### config.mk
export PLATFORM = sky130hd
export DESIGN_NAME = regfile_pair
export DESIGN_NICKNAME = d
export VERILOG_FILES = /design/src/rtl/regfile_pkg.sv /design/src/rtl/regfile_pair_register.sv /design/src/rtl/regfile_pair.sv
export SDC_FILE = /design/constraint.sdc
export NUM_CORES = 1
export LEC_CHECK = 0
export ABC_CLOCK_PERIOD_IN_PS = 8300
export CAP_MARGIN = 20
export CORE_MARGIN = 2
export CORE_UTILIZATION = 45
export CTS_CLUSTER_DIAMETER = 40
export DETAILED_ROUTE_END_ITERATION = 16
export PLACE_DENSITY_LB_ADDON = 0.15
export SYNTH_ARGS = -nofsm -noshare
export SYNTH_HDL_FRONTEND = slang
export SYNTH_SLANG_ARGS = --single-unit
export TNS_END_PERCENT = 50
### constraint.sdc
create_clock -name clk -period 8.3 [get_ports clk]
set_input_delay 1.66 -clock clk [delete_from_list [all_inputs] [get_ports clk]]
set_output_delay 1.66 -clock clk [all_outputs]
set_load 0.01 [all_outputs]
### src/rtl/regfile_pkg.sv
// Shared constants for the register-pair file: flag bit positions, flag
// defaults and the conventional pair indices.
package regfile_pkg;

  localparam int FLAG_S  = 7;
  localparam int FLAG_Z  = 6;
  localparam int FLAG_AC = 4;
  localparam int FLAG_P  = 2;
  localparam int FLAG_CY = 0;

  localparam logic [7:0] DEF_FLAGMASK = 8'hD5;
  localparam logic [7:0] DEF_FLAGFIX  = 8'h02;

  localparam int PAIR_BC = 0;
  localparam int PAIR_DE = 1;
  localparam int PAIR_HL = 2;

endpackage

### src/rtl/regfile_pair_register.sv
// Generic storage cell: one register with load enable and synchronous
// active-low clear.
module register
  import regfile_pkg::*;
#(
  parameter int WIDTH = 8
) (
  input  logic             clk,
  input  logic             rst,
  input  logic             enb,
  input  logic [WIDTH-1:0] data_in,
  output logic [WIDTH-1:0] data_out
);

  always_ff @(posedge clk) begin
    if (!rst)     data_out <= '0;
    else if (enb) data_out <= data_in;
  end

endmodule

### src/rtl/regfile_pair.sv
// Byte register file with 16-bit pair write/inc/dec, masked flag update and
// write-through bypass on both registered read ports.
module regfile_pair
  import regfile_pkg::*;
#(
  parameter int                  DATASIZE = 8,
  parameter int                  ADDRSIZE = 3,
  parameter logic [DATASIZE-1:0] FLAGMASK = DATASIZE'(DEF_FLAGMASK),
  parameter logic [DATASIZE-1:0] FLAGFIX  = DATASIZE'(DEF_FLAGFIX),
  localparam int RCOUNT = 2**ADDRSIZE,
  localparam int PCOUNT = RCOUNT/2,
  localparam int PW     = (ADDRSIZE > 1) ? ADDRSIZE-1 : 1
) (
  input  logic                  clk,
  input  logic                  rst,
  input  logic                  wrenb,
  input  logic [ADDRSIZE-1:0]   waddr,
  input  logic [DATASIZE-1:0]   wdata,
  input  logic                  pwenb,
  input  logic [PW-1:0]         paddr,
  input  logic [2*DATASIZE-1:0] pwdat,
  input  logic                  pinc,
  input  logic                  pdec,
  input  logic                  flenb,
  input  logic [DATASIZE-1:0]   flmsk,
  input  logic [DATASIZE-1:0]   ifdat,
  input  logic                  r1enb,
  input  logic [ADDRSIZE-1:0]   r1add,
  input  logic                  r2enb,
  input  logic [ADDRSIZE-1:0]   r2add,
  output logic [DATASIZE-1:0]   r1dat,
  output logic [DATASIZE-1:0]   r2dat,
  output logic [2*DATASIZE-1:0] prdat,
  output logic                  pzero,
  output logic [DATASIZE-1:0]   ofdat
);

  logic [RCOUNT-1:0][DATASIZE-1:0]   reg_q, reg_d, reg_nxt;
  logic [RCOUNT-1:0]                 reg_en;
  logic [PCOUNT-1:0][2*DATASIZE-1:0] pair_q;
  logic [2*DATASIZE-1:0]             pair_inc, pair_new;
  logic                              incdec_v, pair_we;
  logic [DATASIZE-1:0]               flag_q, flag_d, r1dat_q, r2dat_q;
  logic                              pzero_q;

  for (genvar i = 0; i < RCOUNT; i++) begin : reg_block
    register #(.WIDTH(DATASIZE)) regs (
      .clk(clk), .rst(rst), .enb(reg_en[i]), .data_in(reg_d[i]), .data_out(reg_q[i])
    );
  end

  for (genvar p = 0; p < PCOUNT; p++) begin : pair_view
    assign pair_q[p] = {reg_q[2*p], reg_q[2*p+1]};
  end

  assign prdat    = pair_q[paddr];
  // pinc and pdec together cancel each other and also suppress the pair write
  assign incdec_v = pinc ^ pdec;
  assign pair_we  = incdec_v | (pwenb & ~(pinc & pdec));
  assign pair_inc = pinc ? prdat + (2*DATASIZE)'(1) : prdat - (2*DATASIZE)'(1);
  assign pair_new = incdec_v ? pair_inc : pwdat;

  // Byte write first, pair path overrides it only on the two registers it owns
  always_comb begin
    for (int i = 0; i < RCOUNT; i++) begin
      reg_en[i] = 1'b0;
      reg_d[i]  = wdata;
      if (wrenb && waddr == ADDRSIZE'(i)) reg_en[i] = 1'b1;
      if (pair_we && paddr == PW'(i/2)) begin
        reg_en[i] = 1'b1;
        reg_d[i]  = (i % 2 == 0) ? pair_new[2*DATASIZE-1 -: DATASIZE] : pair_new[DATASIZE-1:0];
      end
      reg_nxt[i] = reg_en[i] ? reg_d[i] : reg_q[i];
    end
  end

  assign flag_d = (flmsk & ifdat) | (~flmsk & flag_q);

  register #(.WIDTH(DATASIZE)) flag_reg (
    .clk(clk), .rst(rst), .enb(flenb), .data_in(flag_d), .data_out(flag_q)
  );

  always_ff @(posedge clk) begin
    if (!rst) begin
      r1dat_q <= '0;
      r2dat_q <= '0;
      pzero_q <= 1'b0;
    end else begin
      if (r1enb)    r1dat_q <= reg_nxt[r1add];
      if (r2enb)    r2dat_q <= reg_nxt[r2add];
      if (incdec_v) pzero_q <= (pair_inc == '0);
    end
  end

  assign r1dat = r1dat_q;
  assign r2dat = r2dat_q;
  assign pzero = pzero_q;
  assign ofdat = (flag_q & FLAGMASK) | (FLAGFIX & ~FLAGMASK);

endmodule

# Word-level counts from Yosys, hierarchy flattened
# Cells that the tools add are included.
classes:
  add_sub_neg: 2
  order_cmp: 3
  n_eq_ne: 10
  n_mux: 40
  bitwise_logic: 9
  n_reduce_logical: 15
ops:
  columns: ["cell", "count"]
  rows:
  - ["two-way mux 8 bit", 18]
  - ["binary-select mux 8 bit (select 3 bit)", 2]
  - ["two-way mux 16 bit", 3]
  - ["binary-select mux 16 bit (select 2 bit)", 1]
  - ["adder 16 x 1 -> 16 bit (second input constant)", 1]
  - ["AND 8 bit", 2]
  - ["zero test 16 bit", 1]
  - ["two-way mux 1 bit", 16]
  - ["subtractor 16 x 1 -> 16 bit (second input constant)", 1]
  - ["equality test 3 bit (second input constant)", 4]
  - ["logical AND 1 bit", 12]
  - ["< comparator 3 x 4 -> 1 bit (second input constant)", 2]
  - ["inverter 8 bit", 1]
  - ["bitwise OR 8 bit", 1]
  - ["equality test 3 x 2 -> 1 bit (second input constant)", 2]
  - ["equality test 2 bit (second input constant)", 2]
  - ["equality test 3 x 1 -> 1 bit (second input constant)", 1]
  - ["zero test 3 bit", 1]
  - ["< comparator 2 x 3 -> 1 bit (second input constant)", 1]
  - ["AND 1 bit", 2]
  - ["equality test 2 x 1 -> 1 bit (second input constant)", 1]
  - ["zero test 2 bit", 1]
  - ["inverter 1 bit", 1]
  - ["bitwise OR 1 bit", 1]
  - ["bitwise XOR 1 bit", 1]
totals:
  reg_bits: 89
  input_bits: 60
  wordCells: 91

# Logic depth before layout (Yosys ltp)
# Gate-level depths: netlist of run 1.
depth:
  word_depth: 9
  depth_mapped: 15

# Cells and area by module
# A second synthesis of run 1 with hierarchy kept.
unflattened:
  cells_unflattened: 1003
  hier_area_um2: 8126.5
by_module_without_submodules:
  columns: ["mod", "n_inst", "cells_per_inst", "area_each_um2", "seq_area_each_um2"]
  rows:
  - ["regfile_pair", 1, 778, 5412.7, 340.3]
  - ["register", 9, 25, 301.5, 160.2]

# Worst setup path before layout of run 1
# Ideal clock, no wire load.
synth_timing:
  path_type: "input to register"
  from: "input port paddr[0]"
  to: "register r2dat_q[2], in the netlist r2dat[2]"
  arrival_ns: 5.625
  t_required_ns: 8.226
  setup_slack_ns: 2.600
  path_stages: 14
  n_path_buf: 3
  path_cell_list: "buf_2 -> buf_2 -> buf_1 -> mux4_2 -> ha_1 -> a21o_2 -> a31o_4 -> a211oi_4 -> o21ai_2 -> a31oi_4 -> o21ai_1 -> mux4_2 -> or2_1 -> a31oi_1"
synth_via:
  elab_chain_cells: 9
  elab_cells_between_ends: 40
  cone_classes: "2 x add/sub; 3 x eq/ne; 30 x mux; 5 x reduce/logical"
synth_rtl:
  columns: ["element", "line_no", "source"]
  rows:
  - ["start, declared", "regfile_pair.sv:20", "input logic [PW-1:0] paddr,"]
  - ["binary-select mux 16 bit (select 2 bit) *", "regfile_pair.sv:56", "assign prdat = pair_q[paddr];"]
  - ["two-way mux 16 bit (not written as such) *", "regfile_pair.sv:56", null]
  - ["net prdat[2]", "regfile_pair.sv:33", "output logic [2*DATASIZE-1:0] prdat,"]
  - ["subtractor 16 x 1 -> 16 bit / adder 16 x 1 -> 16 bit (equally long branches)", "regfile_pair.sv:60", "assign pair_inc = pinc ? prdat + (2*DATASIZE)'(1) : prdat - (2*DATASIZE)'(1);"]
  - ["two-way mux 16 bit *", "regfile_pair.sv:60", null]
  - ["two-way mux 16 bit *", "regfile_pair.sv:61", "assign pair_new = incdec_v ? pair_inc : pwdat;"]
  - ["two-way mux 8 bit", "regfile_pair.sv:69", "if (pair_we && paddr == PW'(i/2)) begin"]
  - ["two-way mux 8 bit (on tied branches)", null, null]
  - ["binary-select mux 8 bit (select 3 bit) *", "regfile_pair.sv:90", "if (r2enb) r2dat_q <= reg_nxt[r2add];"]
  - ["two-way mux 8 bit (not written as such) *", "regfile_pair.sv:90", null]
  - ["end signal, assigned", "regfile_pair.sv:90", null]
  - ["end, declared", "regfile_pair.sv:43", "logic [DATASIZE-1:0] flag_q, flag_d, r1dat_q, r2dat_q;"]
# Mark *: on every way through the listed nets, which the timed path passes. The rest lies on a longest branch. The select of a mux whose other input is x is not followed.
# A chain may end at the register's enable or synchronous reset.

# Worst setup path after layout of run 1
layout_timing:
  from: "input port paddr[1]"
  to: "register r2dat_q[3], in the netlist r2dat[3]"
layout_via:
  elab_chain_cells: 9
  elab_cells_between_ends: 40
  cone_classes: "2 x add/sub; 3 x eq/ne; 30 x mux; 5 x reduce/logical"
layout_rtl:
  columns: ["element", "line_no"]
  rows:
  - ["binary-select mux 16 bit (select 2 bit)", "regfile_pair.sv:56"]
  - ["two-way mux 16 bit (not written as such)", "regfile_pair.sv:56"]
  - ["subtractor 16 x 1 -> 16 bit / adder 16 x 1 -> 16 bit (equally long branches)", "regfile_pair.sv:60"]
  - ["two-way mux 16 bit", "regfile_pair.sv:60"]
  - ["two-way mux 16 bit", "regfile_pair.sv:61"]
  - ["two-way mux 8 bit", "regfile_pair.sv:69"]
  - ["two-way mux 8 bit (on tied branches)", null]
  - ["binary-select mux 8 bit (select 3 bit) *", "regfile_pair.sv:90"]
  - ["two-way mux 8 bit (not written as such) *", "regfile_pair.sv:90"]
# Mark *: on every way between the ends. The rest lies on a longest branch, timed or not. The select of a mux whose other input is x is not followed.

==> impl_metrics.toml, run 1 <==
[worst_setup_path]
cp-start-kind = "input pin"
max_stage_delay_ns = 1.10
path_cells = "clkdlybuf4s50_1, buf_4, mux4_2, ha_1, a21oi_1, o31ai_4, o211ai_1, a21boi_0, o31ai_2, o21ai_0, mux4_2, nand2_1, a32o_1"
cpMaxStageDelayCell = "clkdlybuf4s50_1"
r2r_cells = 11
cp.arrival_ns = 6.48
cpMostUsedCell = "mux4_2"
reg2reg_slack_ns = 4.29
timing.rr.start = "reg_block[7].regs.data_out[6]$_SDFF_PN0_"
reg2reg_to = "r2dat[3]$_SDFFE_PN0P_"
worst_setup_path_end_kind = "flip-flop"
worstSetupPathType = "input pin to flip-flop"
required_ns = 8.60
cp_max_fo = 16

[synth]
synth_flop_cell = "dfxtp_1"
synth-seq-area-share_pct = 24.54
avgSynthCellArea_um2 = 8.019
synth_cell_type_count = 83
synth_seq_cells = 86
async_flop_share_pct = 0
synth_warnings = 0
netlist_instances = 875
netlist_area_um2 = 7017
synth_enable_flop_cells = 0

[grt]
grt_pass1_wl_mm = 37.97
grtUsageTotal_pct = 30.20
antenna_found_initial = 0
grt_pass1_vias = 6517
grt_max_degree = 61
grt-ovfl-total = 0

[floorplanning]
start_util_pct = 46.16
coreArea_um2 = 15200
die_y_um = 128.9
ios = 101
die_x_um = 128.9
die_area_um2 = 16610
rows = 45

[sta]
tns_ns = 0
worst_pin_slew_ns = 1.094
timing_hold_violations_final = 0
clock_skew_ns = 0.008227
slew_violations = 0
rsz0062_at_grt = "false"
period_minus_slack_ns = 6.179
fin_crit_sh_pct = 74.45
relSlewSlack_pct = 26.80
fmax_mhz = 161.8
setup_viol = 0

[worst_hold_path]
hold_class = "flip-flop to flip-flop"
whs_path_depth = 2

[power]
p_int_uw = 864.8
p_seq_share_pct = 34.4
finalPower_mw = 1.349
power.density_nw_per_um2 = 163.9
comb_power_share_pct = 38.0
switchingPower_uw = 484.7
clock_power_share_pct = 27.6
p_leak_nw = 3.370
irDropWorstVdd_mv = 0.1016
swShare_pct = 35.92

[placement]
portBuffers = 91
gp_congestion = 0.9232
dp_hpwl_mm = 17.22
placed_cells = 1094
placed_area_um2 = 7969

[status]
run_status = "finished clean"

[cts]
hold_buffers = 0
h-tree-depth = 3
clock_latency_ns = 0.35
cts_tree = "built"
postCtsSetupRepairBufs = 0
cts_buffers = 9
post_cts_resized = 0
clock-sinks = 86
cts-root-buf = "clkbuf_16"
clkTransAtPathRegs_ns = 0.06
cts_buffer_depth = 2

[drt]
dr_total_vias = 7076
routed_wl_mm = 24.60
vias_per_cell = 6.381
drc = 0
drtAntennaViolNets = 0
drt_iter0_drc = 835
routedWlPerCell_um = 22.18
firstDrtPassIters = 6

[job]
maxCapViolations = 0

[layout]
layout_commonest_cell = "nand2_1"
fill_cells = 1458
nets = 995
final_cell_area_um2 = 8233
drive_gt1_share_pct = 10.53
final_cell_mix = "98 x nand2_1, 90 x clkdlybuf4s50_1, 86 x dfxtp_1"
finalNonFillerCells = 1109
antennaDiodeCount = 0
area_growth_pct = 17.33
routing by layer:
metal	global-route usage [%]	share of wire [%]
met5	0	0
met4	9.910	2.3
met3	7.110	11
met2	44.41	42
met1	43.56	44
cells in the mapped netlist, types with 11 or more instances:
cell	number	area (µm²)
a211oi_1	14	105.1
a21oi_1	50	250.2
a31oi_1	17	106.4
and2_1	34	212.7
buf_2	14	70.07
clkbuf_1	54	202.7
dfxtp_1	86	1722
ha_1	16	200.2
inv_1	14	52.55
mux2_2	20	225.2
mux2i_1	66	660.6
mux4_2	21	473.0
nand2_1	98	367.9
nand3_1	26	130.1
nor2_1	73	274.0
nor2b_1	13	81.33
nor3_1	24	120.1
o211ai_1	17	127.6
o21ai_0	56	280.3
xnor2_1	11	96.34
critical path: cells and delay by family:
family,cells,cell delay [ns]
AO/OA/AOI/OAI,7,2.05
adder cells (fa/ha/maj),1,0.36
buffers and inverters,2,1.41
multiplexers,2,0.89
AND/OR/NAND/NOR,1,0.09
worst max-delay path by stage:
stage               startpoint                     to  slack, ns  cells past startpoint
floorplan             paddr[0]  r2dat[2]$_SDFFE_PN0P_       2.60                     14
detailed placement    paddr[1]  r2dat[3]$_SDFFE_PN0P_       1.79                     13
global route          paddr[1]  r1dat[3]$_SDFFE_PN0P_       1.92                     13
global placement      paddr[1]  r2dat[3]$_SDFFE_PN0P_       1.87                     13
CTS                   paddr[1]  r2dat[3]$_SDFFE_PN0P_       2.16                     13
finish                paddr[1]  r2dat[3]$_SDFFE_PN0P_       2.12                     13
logic make-up (layout without fill, tap and decap cells):
kind of cell               Yosys count  after routing  share of synthesized area (%)
and+or+nand+nor                    313            313                          21.63
AOI/OAI and AO/OA                  243            243                          23.95
muxes                              107            107                          19.37
buffers and inverters               94            139                          5.652
DFF                                 86             86                          24.54
adders and majority gates           17             17                          3.138
xor gates and xnor gates            13             13                          1.623
other                                2              3                         0.1070
power by group through the flow:
stage	combinational [mW]	sequential [mW]	clock [mW]
2_1_floorplan	0.333	0.471	0
3_3_place_gp	0.496	0.472	0
3_5_place_dp	0.496	0.473	0
4_1_cts	0.499	0.464	0.379
5_1_grt	0.552	0.468	0.393
6_report	0.512	0.465	0.372
cell type report:
| type | instances | area (µm²) | share of cell area [%] |
|---|---|---|---|
| Tap cell | 188 | 235.2 | 2.857 |
| Multi-Input combinational cell | 696 | 4915 | 59.70 |
| Timing Repair Buffer | 110 | 1049 | 12.74 |
| Sequential cell | 86 | 1722 | 20.91 |
| Clock inverter | 2 | 10.01 | 0.1216 |
| Clock buffer | 12 | 246.5 | 2.994 |
| Inverter | 15 | 56.30 | 0.6839 |
flip-flops by register name (all words and copies together), names as in the netlist, named ones only:
register / cells
reg_block.regs.data_out: 64
pzero: 1
r1dat: 8
r2dat: 8
through the flow:
| step | hold slack (ns) | utilization, % | worst slack (ns) |
|---|---|---|---|
| 2_1_floorplan | 0.4805 | - | 2.600 |
| 3_3_place_gp | 0.4446 | 52.42 | 1.867 |
| 3_5_place_dp | 0.4476 | 52.42 | 1.793 |
| 4_1_cts | 0.4552 | 54.11 | 2.161 |
| 5_1_grt | 0.4775 | 54.16 | 1.918 |
| 6_report | 0.4518 | 54.16 | 2.121 |
Power figures use the tool's default switching activity.
==> run 2: changes to the inputs <==
- ABC_CLOCK_PERIOD_IN_PS: 8300 -> 5820
- clock period: 8.3 -> 5.82 ns (I/O delays scaled with it)
==> impl_metrics.toml, run 2 (synthesis gave the netlist of run 1 again) <==
[layout]
antennaDiodeCount = 0
drive_gt1_share_pct = 12.83
area_growth_pct = 20.04
nets = 1015
layout_commonest_cell = "nand2_1"
finalNonFillerCells = 1131
final_cell_mix = "98 x nand2_1, 90 x clkdlybuf4s50_1, 86 x dfxtp_1"
regMostFlops = "reg_block.regs.data_out"
largest_reg_flops = 64
utilization_pct = 55.41

[job]
maxCapViolations = 0

[floorplanning]
start_util_pct = 46.16
die_area_um2 = 16610
rows = 45
die_x_um = 128.9
ios = 101
die_y_um = 128.9
coreArea_um2 = 15200

[placement]
gp_congestion = 0.9422
portBuffers = 91
placed_cells = 1115
dp_hpwl_mm = 17.98

[sta]
relSlewSlack_pct = 28.74
period_minus_slack_ns = 5.197
clock_skew_ns = 0.01103
timing_hold_violations_final = 0
rsz0062_at_grt = "false"
slew_violations = 0
tns_ns = 0
fin_crit_sh_pct = 89.30
fmax_mhz = 192.4
setup_viol = 0
worst_pin_slew_ns = 1.066

[cts]
hold_buffers = 0
postCtsSetupRepairBufs = 0
clock_latency_ns = 0.35
post_cts_resized = 0
cts_buffer_depth = 2
cts-root-buf = "clkbuf_16"
clkTransAtPathRegs_ns = 0.06
clock-sinks = 86
cts_tree = "built"
h-tree-depth = 3
cts_buffers = 9

[power]
irDropWorstVdd_mv = 0.1254
p_leak_nw = 3.484
finalPower_mw = 1.973
power.density_nw_per_um2 = 234.3

[grt]
gr-usage-met3_pct = 5.447
grt-ovfl-total = 0
grtUsageTotal_pct = 30.26
grtUsageMet2_pct = 46.06
grt_pass1_vias = 6691
grt_max_degree = 60
grt_pass1_wl_mm = 38.32
antenna_found_initial = 0
met1_usage_pct = 43.00
grt_busiest_layer = "met2"

[worst_setup_path]
worst_setup_path_end_kind = "flip-flop"
cp-start-kind = "input pin"
reg2reg_slack_ns = 1.91
worstSetupPathType = "input pin to flip-flop"
required_ns = 6.10
timing.rr.start = "reg_block[5].regs.data_out[0]$_SDFF_PN0_"
cp_max_fo = 24
reg2reg_to = "r1dat[6]$_SDFFE_PN0P_"
r2r_cells = 11
cp.arrival_ns = 5.47

[worst_hold_path]
hold_class = "flip-flop to flip-flop"
whs_path_depth = 2

[status]
run_status = "finished clean"

[drt]
firstDrtPassIters = 5
dr_total_vias = 7213
drt_iter0_drc = 746
drc = 0
vias_per_cell = 6.378
routed_wl_mm = 24.67
drtAntennaViolNets = 0
routedWlPerCell_um = 21.81
## run 2: cell count changes in the layout (fill, tap and decap cells not counted), sizes merged
| cell | previous run | this run |
|---|---|---|
| clkinvlp | 0 | 1 |
| clkinv | 3 | 4 |
| buf | 20 | 40 |
| clkbuf | 12 | 11 |
| inv | 14 | 15 |
## run 2: how the worst max path moves through the flow
stage          startpoint                     to  slack [ns]  depth (start not counted)
2_1_floorplan    paddr[0]  r2dat[2]$_SDFFE_PN0P_        0.62                         14
3_3_place_gp     paddr[0]  r2dat[3]$_SDFFE_PN0P_        0.35                         13
3_5_place_dp     paddr[0]  r2dat[3]$_SDFFE_PN0P_        0.32                         13
4_1_cts          paddr[0]  r2dat[3]$_SDFFE_PN0P_        0.67                         13
5_1_grt          paddr[0]  r1dat[6]$_SDFFE_PN0P_        0.32                         13
6_report         paddr[0]  r1dat[6]$_SDFFE_PN0P_        0.62                         13
## run 2: final cells by class
class | instances | area, µm²
tap | 188 | 235.2
timing repair buffer | 130 | 1211
clock inverter | 5 | 31.28
sequential | 86 | 1722
multi-input combinational | 696 | 4915
fill | 1448 | 6779
inverter | 15 | 56.30
clock buffer | 11 | 252.7
## run 2: through the flow
step | setup WS, ns | area, µm² | hold WS [ns]
global route | 0.3247 | 8423 | 0.4766
global placement | 0.3545 | 8139 | 0.4440
floorplan | 0.6163 | 7020 | 0.4805
CTS | 0.6747 | 8423 | 0.4618
finish | 0.6230 | 8423 | 0.4557
detailed placement | 0.3187 | 8139 | 0.4531
## run 2: report_power, final
part / total [mW] / internal (mW) / switching (mW) / leakage (nW)
clock: 0.563 / 0.312 / 0.251 / 0.142
combinational: 0.747 / 0.316 / 0.431 / 2.64
sequential: 0.663 / 0.637 / 0.0261 / 0.707
## run 2: layer usage
layer	part of all wire, %	routed length [µm]
met5	0	0
met2	43	10620
met4	2.5	629
met3	9.8	2410
met1	45	11010
## run 2: critical path, cell delays in order
cell	delay, ns
clkdlybuf4s50_1	0.51
buf_12	0.23
mux4_2	0.59
fa_1	0.45
a21o_2	0.22
a31o_4	0.26
and3_2	0.23
o41ai_2	0.48
o21ai_0	0.28
a2111oi_1	0.56
a21oi_1	0.09
o211a_1	0.27
o22ai_1	0.13
